==> src/rtl/serial_word_tx.sv <==
`default_nettype none
// ============================================================================
// Module      : serial_word_tx
// Description : Sends WIDTH-bit words MSB-first, one bit per clock, to a
//               downstream serial shift register. Words arrive on a
//               valid/ready handshake. Optional macro PARITY_EN adds one
//               even-parity bit after each word.
// Revision    : 1.0  initial release
// ============================================================================
module serial_word_tx #(
    parameter int WIDTH      = 4,
    parameter int GAP_CYCLES = 0
) (
    input  logic             clk,
    input  logic             rstn,
    input  logic [WIDTH-1:0] din,
    input  logic             din_valid,
    output logic             din_ready,
    output logic             d,
    output logic             d_valid,
    output logic             busy,
    output logic             word_done
);

    localparam int CW = $clog2(WIDTH);

    typedef enum logic [1:0] {
        ST_IDLE  = 2'd0,
        ST_SHIFT = 2'd1,
        ST_PAR   = 2'd2,
        ST_GAP   = 2'd3
    } state_t;

    localparam logic [CW-1:0] c_cnt_init = CW'(WIDTH - 1);
    localparam logic [CW-1:0] c_cnt_one  = CW'(1);
    localparam logic [3:0]    c_gap_init = (GAP_CYCLES > 0) ? 4'(GAP_CYCLES - 1) : 4'd0;
    localparam state_t        c_post_state = (GAP_CYCLES > 0) ? ST_GAP : ST_IDLE;
    localparam logic          c_post_busy  = (GAP_CYCLES > 0);
`ifdef PARITY_EN
    localparam logic          c_parity = 1'b1;
`else
    localparam logic          c_parity = 1'b0;
`endif

    state_t           r_state;
    logic [WIDTH-2:0] r_shift;
    logic [CW-1:0]    r_cnt;
    logic [3:0]       r_gap;
    logic             r_run;
    logic             r_d;
    logic             r_d_valid;
    logic             r_busy;
    logic             r_word_done;
`ifdef PARITY_EN
    logic             r_par;
`endif

    logic w_last_bit;
    logic w_ready;
    logic w_accept;

`ifdef PARITY_EN
    assign w_last_bit = (r_state == ST_PAR);
`else
    assign w_last_bit = (r_state == ST_SHIFT) && (r_cnt == '0);
`endif

    // With no gap configured, the final bit cycle also accepts so words stream back to back.
    assign w_ready  = r_run && ((r_state == ST_IDLE) || ((GAP_CYCLES == 0) && w_last_bit));
    assign w_accept = din_valid && w_ready;

    always_ff @(posedge clk or negedge rstn) begin
        if (!rstn) begin
            r_state     <= ST_IDLE;
            r_shift     <= '0;
            r_cnt       <= '0;
            r_gap       <= '0;
            r_run       <= 1'b0;
            r_d         <= 1'b0;
            r_d_valid   <= 1'b0;
            r_busy      <= 1'b0;
            r_word_done <= 1'b0;
`ifdef PARITY_EN
            r_par       <= 1'b0;
`endif
        end else begin
            r_run       <= 1'b1;
            r_word_done <= 1'b0;
            if (w_accept) begin
                // The MSB goes straight to d; the remaining bits queue in r_shift.
                r_state   <= ST_SHIFT;
                r_shift   <= din[WIDTH-2:0];
                r_cnt     <= c_cnt_init;
                r_d       <= din[WIDTH-1];
                r_d_valid <= 1'b1;
                r_busy    <= 1'b1;
`ifdef PARITY_EN
                r_par     <= ^din;
`endif
            end else begin
                case (r_state)
                    ST_IDLE: begin
                        r_d       <= 1'b0;
                        r_d_valid <= 1'b0;
                        r_busy    <= 1'b0;
                    end
                    ST_SHIFT: begin
                        if (r_cnt != '0) begin
                            r_cnt       <= r_cnt - c_cnt_one;
                            r_shift     <= r_shift << 1;
                            r_d         <= r_shift[WIDTH-2];
                            r_word_done <= (r_cnt == c_cnt_one) && !c_parity;
                        end else begin
`ifdef PARITY_EN
                            r_state     <= ST_PAR;
                            r_d         <= r_par;
                            r_d_valid   <= 1'b1;
                            r_word_done <= 1'b1;
`else
                            r_state     <= c_post_state;
                            r_busy      <= c_post_busy;
                            r_gap       <= c_gap_init;
                            r_d         <= 1'b0;
                            r_d_valid   <= 1'b0;
`endif
                        end
                    end
                    ST_PAR: begin
                        r_state   <= c_post_state;
                        r_busy    <= c_post_busy;
                        r_gap     <= c_gap_init;
                        r_d       <= 1'b0;
                        r_d_valid <= 1'b0;
                    end
                    ST_GAP: begin
                        r_d       <= 1'b0;
                        r_d_valid <= 1'b0;
                        if (r_gap == 4'd0) begin
                            r_state <= ST_IDLE;
                            r_busy  <= 1'b0;
                        end else begin
                            r_gap <= r_gap - 4'd1;
                        end
                    end
                    default: begin
                        r_state   <= ST_IDLE;
                        r_d       <= 1'b0;
                        r_d_valid <= 1'b0;
                        r_busy    <= 1'b0;
                    end
                endcase
            end
        end
    end

    assign din_ready = w_ready;
    assign d         = r_d;
    assign d_valid   = r_d_valid;
    assign busy      = r_busy;
    assign word_done = r_word_done;

endmodule
`default_nettype wire

==> config.mk <==
export PLATFORM = sky130hd
export DESIGN_NAME = serial_word_tx
export DESIGN_NICKNAME = d
export VERILOG_FILES = /design/src/rtl/serial_word_tx.sv
export SDC_FILE = /design/constraint.sdc
export NUM_CORES = 1
export LEC_CHECK = 0
export CORE_AREA = 2 2 39 41
export CTS_CLUSTER_SIZE = 20
export DETAILED_ROUTE_END_ITERATION = 8
export DIE_AREA = 0 0 41 43
export GPL_TIMING_DRIVEN = 1
export SETUP_SLACK_MARGIN = 0.1
export SLEW_MARGIN = 20
export SYNTH_ARGS = -nofsm -noshare
export SYNTH_HDL_FRONTEND = slang
export SYNTH_SLANG_ARGS = --single-unit
==> constraint.sdc <==
create_clock -name clk -period 1.51 [get_ports clk]
set_input_delay 0.453 -clock clk [delete_from_list [all_inputs] [get_ports clk]]
set_output_delay 0.453 -clock clk [all_outputs]
set_load 0.005 [all_outputs]
# Word-level counts from Yosys, hierarchy flattened
# Index checks and enable logic that the tools add are counted.
[totals] ff_bits=16 inputBits=7 out_inout_bits=5 wordCells=63
[classes] n_addsub=2 eq_ne=8 mux=25 bitwise_logic=1 n_reduce_logical=18
[ops] operator="two-way mux 2 bit" count=6
[ops] operator="case mux 4 bit (3 select lines)" count=1
[ops] operator="two-way mux 1 bit" count=9
[ops] operator="two-way mux 3 bit" count=3
[ops] operator="two-way mux 4 bit" count=2
[ops] operator="!= test 3 bit (second input constant)" count=2
[ops] operator="case mux 2 bit (3 select lines)" count=1
[ops] operator="nonzero test 2 bit" count=3
[ops] operator="equality test 2 x 1 -> 1 bit (second input constant)" count=2
[ops] operator="equality test 2 bit (second input constant)" count=2
[ops] operator="logical NOT 2 bit" count=2
[ops] operator="logical NOT 4 bit" count=1
[ops] operator="!= test 2 bit (second input constant)" count=2
[ops] operator="case mux 1 bit (2 select lines)" count=2
[ops] operator="AND reduction 2 bit" count=2
[ops] operator="AND reduction 4 bit" count=1
[ops] operator="nonzero test 4 bit" count=1
[ops] operator="subtractor 4 x 1 -> 4 bit (second input constant)" count=1
[ops] operator="logical AND 1 bit" count=3
[ops] operator="case mux 1 bit (3 select lines)" count=1
[ops] operator="AND reduction 3 bit" count=1
[ops] operator="nonzero test 3 bit" count=1
[ops] operator="OR reduction 3 bit" count=1
[ops] operator="OR reduction 2 bit" count=1
[ops] operator="3 further kinds" count=3

# Logic depth before layout (Yosys ltp)
# Gate-level depths: netlist of run 1.
[depth] word_depth=7 mapped_depth=5 ltp_nobuf=5

# Worst setup path after synthesis of run 1
# OpenSTA, ideal clock, no wires.
[synth_timing] kind="reg-to-output" start="reg r_cnt[0]" end="out din_ready" arrival_time_ns=1.002 required_time_ns=1.057 slack_ns=0.055 path_stages_with_launch=5 path_buffers=0 path_cell_list="dfrtp_1 > inv_1 > ha_1 > nand2b_2 > and2_2"
[synth_between] elab_chain_cells=4
[synth_lines] item="start: declaration" line_no="47" text="logic [CW-1:0] r_cnt;"
[synth_lines] item="start signal: assignment" line_no="93" text="r_cnt <= c_cnt_init;"
[synth_lines] item="start signal: assignment" line_no="109" text="r_cnt <= r_cnt - c_cnt_one;"
[synth_lines] item="logical NOT 2 bit" line_no="65" text="assign w_last_bit = (r_state == ST_SHIFT) && (r_cnt == '0);"
[synth_lines] item="logical AND 1 bit" line_no="65"
[synth_lines] item="logical OR 1 bit" line_no="69" text="assign w_ready = r_run && ((r_state == ST_IDLE) || ((GAP_CYCLES == 0) && w_last_bit));"
[synth_lines] item="logical AND 1 bit" line_no="69"
[synth_lines] item="end: declaration" line_no="18" text="output logic din_ready,"
# Every way passes these cells.

# Worst setup path in the final report of run 1
# Same ends and word-level chain as after synthesis.

==> results of run 1 <==
[final timing paths]
path	to
max	din_ready
min	r_cnt[0]
max reg2reg	r_shift[2]
min reg2reg	r_shift[0]
max in group asynchronous	r_shift[1]
min in group clk	r_shift[0]
[layer usage]
metal | GRT usage [%] | part of all wire, % | up-vias | routed length (um)
li1 | - | - | 171 | -
met5 | 0 | 0 | - | 0
met2 | 15.63 | 46 | 11 | 361
met3 | 3.141 | 8.4 | 0 | 65
met4 | 6.000 | 0 | 0 | 0
met1 | 15.18 | 45 | 154 | 350
[power groups by stage]
stage	registers, W	clock network (W)	logic [W]
CTS	0.000437	0.000246	0.000621
global route	0.000450	0.000254	0.000717
detailed placement	0.000440	0	0.000575
floorplan	0.000442	0	0.000311
finish	0.000435	0.000237	0.000621
global placement	0.000438	0	0.000584
[logic make-up (layout without fill, tap and decap cells)]
| family | after synthesis | count (layout) | share of synthesized area [%] |
|---|---|---|---|
| flip-flops | 10 | 10 | 57.97 |
| XOR/XNOR | 1 | 1 | 2.029 |
| adder cells (fa/ha/maj) | 2 | 2 | 5.796 |
| buffers and inverters | 4 | 27 | 4.348 |
| AND/OR/NAND/NOR | 15 | 15 | 19.42 |
| AO/OA/AOI/OAI | 5 | 5 | 9.565 |
| other | 1 | 1 | 0.8687 |
[stage by stage]
step	cell area, sq um	worst slack (ns)	hold slack (ns)	total power (W)
finish	669.4	-0.1361	0.5109	0.001293
global route	669.4	-0.1971	0.5380	0.001421
CTS	669.4	-0.1442	0.5188	0.001304
detailed placement	611.8	-0.2567	0.4850	0.001015
global placement	611.8	-0.2594	0.4832	0.001022
floorplan	436.7	0.1157	0.1574	0.0007530
[worst register-to-register path, delay by kind of cell, from the launching register on]
family | cells | cell delay (ns)
adders and majority gates | 1 | 0.15
buffers and inverters | 2 | 0.20
and+or+nand+nor | 2 | 0.29
AOI/OAI and AO/OA | 1 | 0.25
DFF | 1 | 0.37
[flip-flops by register name, indices dropped and copies added, names as in the netlist]
| signal | count |
|---|---|
| r_run | 1 |
| word_done | 1 |
| d_valid | 1 |
| d | 1 |
| r_cnt | 2 |
| r_state | 1 |
| r_shift | 3 |
[cell type report]
class / count / share of cell area, %
inverters: 3 / 1.682
repair buffers: 20 / 25.42
clock buffers: 4 / 5.421
well taps: 16 / 2.991
multi-input cells: 24 / 27.10
flip-flops and latches: 10 / 37.38
[cells in the final DEF, fill, tap and decap left out, types with 2 or more instances in the layout]
cell type	instances
dfrtp_1	10
buf_4	9
nand2_1	6
clkdlybuf4s50_1	6
and3_1	3
clkbuf_4	3
dlygate4sd2_1	3
inv_2	2
nand3_1	2
a221o_1	2
[repair_timing]
action	in CTS	in global routing
endpoints found under the setup margin	7	3
pin swaps	2	0
resized for setup	17	0
buffers inserted	2	0
==> results.ini, run 1 <==
[grt]
grt_overflow=0
grt_usage_pct=11.23
grt_pass1_wl_um=1324
first_global_vias=328
grt_start_max_net_pins=11
antenna_found_initial=0

[power]
combPwrFrac_pct=48.0
swShare_pct=30.32
p_per_area_nw_per_um2=1932
p_clk_share_pct=18.3
p_leak_nw=0.3488
p_int_w=0.0009011
max-vdd-ir-drop_mv=0.7936
power_frac_seq_pct=33.7
netSwitchingPower_w=0.0003920

[setup_path]
startpoint=r_cnt[0]
critPathMaxFanout=2
slowest_stage=dfrtp_1
critical_path_depth=5
required_ns=1.06
critPathKind=register to output port
crit_chain=inv_2 -> ha_4 -> nand2b_4 -> and2_4 -> buf_6
worstPathArrival_ns=1.19
reg2reg_depth=6
cpLargestDelayFamily=flip-flops
crit-reg2reg-launch=r_cnt[0]
reg2reg_slack_ns=0.14
crit_path_max_incr_delay_ns=0.37
critPathLaunchType=register
worst_setup_path_end_kind=output port
critPathBufInv=2

[cells_and_area]
fin_cells=77
drive_gt1_share_pct=36.07
layout.nets=71
area_growth_pct=55.07
regArea_sq_um=250.2
antennaDiodeCount=0
nFillCells=144
utilization_pct=48.37
multi_input_area_sq_um=181.4

[sta]
rsz0062_at_grt=true
final_max_slew_viol_count=0
period_needed_ns=1.646
hold_viol=0
fmax_mhz=607.5
setup_viol=1
fin_ws_ns=-0.1361
skew_ns=0.004225
period_share_pct=109.0
finalSetupTns_ns=-0.1361

[floorplan]
rows=14
fp.coreArea_sq_um=1384
die_x_um=41
start_util_pct=31.19
die_y_um=43
dieArea_sq_um=1763
io_pins=12

[detailed_routing]
ant_nets=0
drt_iter0_drc=3
wl_um=778
avgViaCountPerCell=4.364
vias=336
first_pass_iters=4
wl_per_cell_um=10.10
drc=0

[cts]
path_clk_slew_ns=0.07
cts_tree=done
cts_root_buffer=clkbuf_4
cts.sinks=10
cts_made_buffers=3
clkLatencyLatePin_ns=0.26
cts_buffer_depth=2
hold_buffers=0
cts-htree-levels=1

[status]
status=finished, violations left
violations=setup timing

[min_path]
hold_class=input pin to async pin

[yosys]
synth_seq_area_share_pct=57.97
ys.flop_type=dfrtp_1
async_reset_ff_share_pct=100.0
netlist.top_cell.by_area=dfrtp_1
synth-seq-cells=10
synth_area_per_cell_sq_um=11.36
synthMostInstantiatedCell=dfrtp_1
synth_edf_count=0
synth_top_area_share_pct=57.97
netlist_area_sq_um=431.7
synth_nets=47
yosys_warnings=0
synth_area_leaders=dfrtp_1 58%, ha_1 5.8%, nand2_1 5.2%
syn_inst=38
netlist-cell-type-count=17
synth_common_cells=10 x dfrtp_1, 6 x nand2_1, 3 x and3_1, 3 x inv_1

[placed_design]
placedCellCount=71
dp_hpwl_um=553
gp_congestion=0.7106
port-buffer-count=11

[flow_run]
drv_cap=0

Power figures use the tool's default switching activity.
==> run 2, diff against run 1 <==
ABC_AREA = 1   (was not set)
==> run 2 against run 1 <==
The run still ends with setup timing left. Highest routed layer unchanged. Die area did not move. Synthesized cell count rose by 34%. Largest power group unchanged. Register-to-register slack improved by 0.06 ns. Synthesized area rose by 4.9%. Core utilization rose by 4.4 points. Maximum frequency fell by 0.51%. Worst setup slack got worse by 0.0084 ns. Routed wire length rose by 20%.
==> results.ini, run 2 <==
[cells_and_area]
antennaDiodeCount=0  ; unchanged
area_growth_pct=61.33
largest_reg_flops=3  ; unchanged
layout.cells.most_common=nand2_1
regArea_sq_um=250.2  ; unchanged
multi_input_area_sq_um=182.7  ; +0.69%
layout_common_cells=15 x nand2_1, 14 x buf_4, 10 x dfrtp_1
nFillCells=137  ; -4.9%
top_register=r_shift
drive_gt1_share_pct=35.44  ; -0.62 points
layout.nets=89  ; +25%
postLayoutCellArea_sq_um=730.7  ; +9.2%
fin_cells=95  ; +23%
largestRegisters=r_shift x3, r_cnt x2

[detailed_routing]
avgViaCountPerCell=4.411  ; +1.1%
first_pass_iters=4  ; unchanged
ant_nets=0  ; unchanged
vias=419  ; +25%
wl_per_cell_um=9.811  ; -2.9%
drc=0  ; unchanged
drt_iter0_drc=9  ; +6
wl_um=932  ; +20%

[floorplan]
die_y_um=43  ; unchanged
start_util_pct=32.73  ; +1.5 points
fp.coreArea_sq_um=1384  ; unchanged
dieArea_sq_um=1763  ; unchanged
rows=14  ; unchanged
io_pins=12  ; unchanged
die_x_um=41  ; unchanged

[yosys]
async_reset_ff_share_pct=100.0  ; unchanged
netlist_area_sq_um=452.9  ; +4.9%
synth_common_cells=15 x nand2_1, 10 x dfrtp_1, 9 x inv_1
synthMostInstantiatedCell=nand2_1
ys.flop_type=dfrtp_1
syn_inst=51  ; +34%
synth_seq_area_share_pct=55.25  ; -2.7 points
synth_nets=60  ; +28%
yosys_warnings=0  ; unchanged
netlist-cell-type-count=14  ; -3
synth_edf_count=0  ; unchanged
synth_area_per_cell_sq_um=8.881  ; -22%
netlist.top_cell.by_area=dfrtp_1
synth-seq-cells=10  ; unchanged
synth_top_area_share_pct=55.25  ; -2.7 points
synth_area_leaders=dfrtp_1 55%, nand2_1 12%, inv_1 7.5%

[sta]
period_share_pct=109.6  ; +0.55 points
fin_ws_ns=-0.1444  ; -0.008362 ns
finalSetupTns_ns=-0.1444  ; -0.008362 ns
setup_viol=1  ; unchanged
worst_hold_slack_ns=0.4794  ; -0.03149 ns
fmax_mhz=604.4  ; -0.51%
final_max_slew_viol_count=0  ; unchanged
skew_ns=0.007418  ; +0.003193 ns
period_needed_ns=1.654  ; +0.008362 ns
hold_viol=0  ; unchanged
rsz0062_at_grt=true

[setup_path]
startpoint=r_cnt[0]
critPathKind=register to output port
critPathLaunchType=register
crit-reg2reg-launch=r_cnt[0]
required_ns=1.06  ; about the same
critPathMaxFanout=2  ; unchanged
worstPathArrival_ns=1.20  ; about the same
worst_setup_path_end_kind=output port

[power]
p_leak_nw=0.4067  ; +17%
max-vdd-ir-drop_mv=0.7567  ; -4.7%
p_per_area_nw_per_um2=1945  ; +0.69%

[placed_design]
gp_congestion=0.7351  ; +3.4%
port-buffer-count=11  ; unchanged
dp_hpwl_um=633.5  ; +15%
placedCellCount=83  ; +17%
pre_cts_ws_ns=-0.3358  ; -0.07908 ns
postPlaceCellArea_sq_um=620.6  ; +1.4%

[status]
violations=setup timing
status=finished, violations left

[grt]
grt_usage_pct=12.88  ; +1.6 points
grt_start_max_net_pins=11  ; unchanged
first_global_vias=366  ; +12%
grt_pass1_wl_um=1469  ; +11%
antenna_found_initial=0  ; unchanged
grt_overflow=0  ; unchanged

[flow_run]
drv_cap=0  ; unchanged

[cts]
cts-htree-levels=1  ; unchanged
cts_buffer_depth=2  ; unchanged
hold_buffers=0  ; unchanged
cts_made_buffers=3  ; unchanged
path_clk_slew_ns=0.08  ; about the same
cts.sinks=10  ; unchanged
cts_root_buffer=clkbuf_4
cts_tree=done
clkLatencyLatePin_ns=0.27  ; about the same

[min_path]
hold_class=register to register
hold_start=r_shift[0]

[run 2: changes by cell type after synthesis, moves of 2 or more]
cell     change
nand3_1      +3
and3_1       -3
nand2_1      +9
nand4_1      +2
inv_1        +6
a221o_1      -2
[run 2: metrics by stage]
| stage | utilization (%) | total power (W) |
|---|---|---|
| detailed placement | 44.85 | 0.001007 |
| global route | 52.80 | 0.001549 |
| CTS | 50.81 | 0.001368 |
| finish | 52.80 | 0.001421 |
| global placement | 44.85 | 0.0009923 |
| floorplan | - | 0.0007271 |
[run 2: repair_timing]
action | CTS | global route
setup buffers | 6 | 2
gates resized for setup | 17 | 3
pin swaps | 2 | 1
endpoints found under the setup margin | 5 | 4
endpoints found under the hold margin | 0 | 0
[run 2: metal layers]
metal  GRT usage, %  part of all wire, %  vias up
met4          8.000                    0        0
met1          15.95                   39      190
met5              0                    0        -
li1               -                    -      213
met2          19.06                   53       16
met3          3.141                  7.7        0
[run 2: worst max-delay path, cell delays in order, from the launching register on]
cell	delay, ns
dfrtp_1	0.40
inv_2	0.08
ha_4	0.12
inv_2	0.04
nand2_4	0.06
inv_4	0.04
nor2_4	0.07
buf_2	0.11
[run 2: layout make-up]
type                    instances  area share (%)
clock buffers                   4           4.966
multi-input cells              30           25.00
well taps                      16           2.740
flip-flops and latches         10           34.25
repair buffers                 25           27.57
inverters                      10           5.479
[run 2: cell families after synthesis]
| kind of cell | count (synthesis) | share of synthesized area [%] |
|---|---|---|
| AND/OR/NAND/NOR | 24 | 24.03 |
| adder cells (fa/ha/maj) | 2 | 5.524 |
| AO/OA/AOI/OAI | 3 | 4.420 |
| other | 1 | 0.8279 |
| buffers and inverters | 11 | 9.944 |
| flip-flops | 10 | 55.25 |
[run 2: worst paths after layout]
| check | end | slack [ns] | cells past startpoint |
|---|---|---|---|
| worst max-delay path | din_ready | -0.14 | 7 |
| worst min-delay path | r_shift[0] | 0.48 | 2 |
| worst max register to register | r_shift[1] | 0.20 | 11 |
| worst min register to register | r_shift[0] | 0.48 | 2 |
| max in group asynchronous | r_shift[0] | 0.70 | 1 |
| min in group asynchronous | word_done | 0.49 | 1 |
[run 2: power breakdown]
group	internal (W)	switching [W]	leakage [nW]
registers	0.000376	0.0000568	0.125
clock network	0.000146	0.000104	0.0210
logic	0.000407	0.000330	0.261
==> run 3, diff against run 2 <==
CORE_AREA = 3 3 40 42   (was 2 2 39 41)
CTS_CLUSTER_DIAMETER = 50   (was not set)
DIE_AREA = 0 0 43 45   (was 0 0 41 43)
==> run 3 against run 2 <==
The run still ends with setup timing left. Flip-flop and latch count unchanged. Critical endpoint unchanged. Global-route usage decreased by 1.6 points. Hold slack improved by 0.0044 ns. Clock power decreased by 28%. Via count decreased by 3.8%. Clock skew decreased by 0.0020 ns. Core utilization decreased by 1.3 points. Worst setup slack got worse by 0.0059 ns. Routed wire length decreased by 3.0%. Clock-buffer cell count decreased by 1.
==> results.ini, run 3 (synthesized netlist as in run 2, its figures left out) <==
[detailed_routing]
vias=403  ; -3.8%
wl_um=904  ; -3.0%
avgViaCountPerCell=4.632  ; +5.0%
drt_iter0_drc=13  ; +4
wl_per_cell_um=10.39  ; +5.9%
ant_nets=0  ; unchanged
first_pass_iters=4  ; unchanged
drc=0  ; unchanged

[flow_run]
drv_cap=0  ; unchanged

[cells_and_area]
top_register=r_shift
largestRegisters=r_shift x3, r_cnt x2
layout.nets=83  ; -6.7%
antennaDiodeCount=0  ; unchanged
layout_common_cells=15 x nand2_1, 10 x dfrtp_1, 8 x buf_4
area_growth_pct=46.13
layout.cells.most_common=nand2_1
utilization_pct=51.51  ; -1.3 points
drive_gt1_share_pct=26.39  ; -9.1 points
largest_reg_flops=3  ; unchanged

[grt]
first_global_vias=406  ; +11%
grt_overflow=0  ; unchanged
grt_pass1_wl_um=1524  ; +3.7%
antenna_found_initial=0  ; unchanged
grt_usage_pct=11.33  ; -1.6 points
grt_start_max_net_pins=11  ; unchanged
grt.met3_usage_pct=3.586  ; +0.44 points
met1_usage_pct=12.07  ; -3.9 points
busiest_layer=met2
grt_use_met2_pct=17.66  ; -1.4 points

[placed_design]
dp_hpwl_um=636.7  ; +0.51%
port-buffer-count=11  ; unchanged
pre_cts_ws_ns=-0.2938  ; +0.04202 ns
gp_congestion=0.7769  ; +5.7%

[sta]
fmax_mhz=602.3  ; -0.35%
hold_viol=0  ; unchanged
fin_ws_ns=-0.1503  ; -0.005852 ns
worst_hold_slack_ns=0.4838  ; +0.004431 ns
rsz0062_at_grt=true
final_max_slew_viol_count=0  ; unchanged
period_share_pct=110.0  ; +0.39 points
setup_viol=1  ; unchanged
finalSetupTns_ns=-0.1503  ; -0.005852 ns
skew_ns=0.005375  ; -0.002044 ns
period_needed_ns=1.660  ; +0.005852 ns

[floorplan]
rows=13  ; -1
io_pins=12  ; unchanged
die_y_um=45  ; +4.7%
die_x_um=43  ; +4.9%
start_util_pct=35.25  ; +2.5 points
fp.coreArea_sq_um=1285  ; -7.1%
dieArea_sq_um=1935  ; +9.8%

[power]
p_total_w=0.001232  ; -13%
swShare_pct=35.96  ; +1.4 points
max-vdd-ir-drop_mv=0.7901  ; +4.4%
p_int_w=0.0007891  ; -15%
combPwrFrac_pct=49.8  ; -2.1 points
p_clk_share_pct=14.7  ; -2.9 points
p_leak_nw=0.3697  ; -9.1%
netSwitchingPower_w=0.0004432  ; -9.9%
power_frac_seq_pct=35.6  ; +5.1 points
p_per_area_nw_per_um2=1862  ; -4.3%

[min_path]
hold_class=register to register
hold_start=r_shift[2]
hold_depth=2  ; unchanged
min_delay_worst_endpoint=r_shift[2]

[setup_path]
reg2reg_depth=7  ; -4
critPathMaxFanout=2  ; unchanged
worst_setup_path_end_kind=output port
reg2reg_slack_ns=0.19  ; about the same
crit-reg2reg-launch=r_cnt[0]
r2r_end=d
required_ns=1.06  ; about the same
critPathKind=register to output port
critPathLaunchType=register
worstPathArrival_ns=1.21  ; about the same

[status]
status=finished, violations left
violations=setup timing

[cts]
cts-htree-levels=1  ; unchanged
cts_buffer_depth=2  ; unchanged
cts_made_buffers=3  ; unchanged
path_clk_slew_ns=0.07  ; about the same
cts.sinks=10  ; unchanged
clkLatencyLatePin_ns=0.26  ; about the same
cts_tree=done
cts_root_buffer=clkbuf_4

run 3: routing by layer:
metal / up-vias / wire [um]
met1: 182 / 406
li1: 197 / -
met3: 5 / 71
met2: 19 / 387
met4: 0 / 38
met5: - / 0
run 3: power groups by stage:
stage | clock network, W | logic, W | registers, W
after floorplan | 0 | 0.000288 | 0.000439
after global placement | 0 | 0.000566 | 0.000436
after detailed placement | 0 | 0.000565 | 0.000442
after CTS | 0.000186 | 0.000571 | 0.000437
after global routing | 0.000201 | 0.000689 | 0.000453
final | 0.000181 | 0.000613 | 0.000438
run 3: layout make-up:
| class | count | area [sq um] |
|---|---|---|
| inverters | 10 | 37.54 |
| repair buffers | 19 | 160.2 |
| clock buffers | 3 | 22.52 |
| multi-input cells | 30 | 172.7 |
| well taps | 15 | 18.77 |
| flip-flops and latches | 10 | 250.2 |
| fillers | 137 | 623.1 |
run 3: worst max path at each step:
stage                endpoint  startpoint  slack [ns]
CTS                 din_ready    r_cnt[1]       -0.16
floorplan           din_ready    r_cnt[0]        0.16
global placement    din_ready    r_cnt[0]       -0.29
finish              din_ready    r_cnt[0]       -0.15
detailed placement  din_ready    r_cnt[1]       -0.29
global route        din_ready    r_cnt[1]       -0.23
run 3: per-stage QoR:
| step | area, sq um | cells |
|---|---|---|
| after floorplan | 452.9 | 51 |
| after global placement | 619.3 | 82 |
| after detailed placement | 619.3 | 82 |
| after CTS | 649.4 | 87 |
| after global routing | 661.9 | 87 |
| final | 661.9 | 87 |
run 3: repair_timing:
item                                    in CTS  in global routing
endpoints found under the setup margin       5                  4
hold buffers                                 0                  0
gates resized for setup                     10                  4
pin swaps                                    0                  1
setup buffers                                2                  0
run 3: critical path, cell delays in order, from the launching register on:
cell and delay, ns:
dfrtp_1 0.39, inv_2 0.09, ha_4 0.13, inv_2 0.03, nand2_4 0.05, inv_2 0.04, nor2_2 0.10, buf_2 0.12
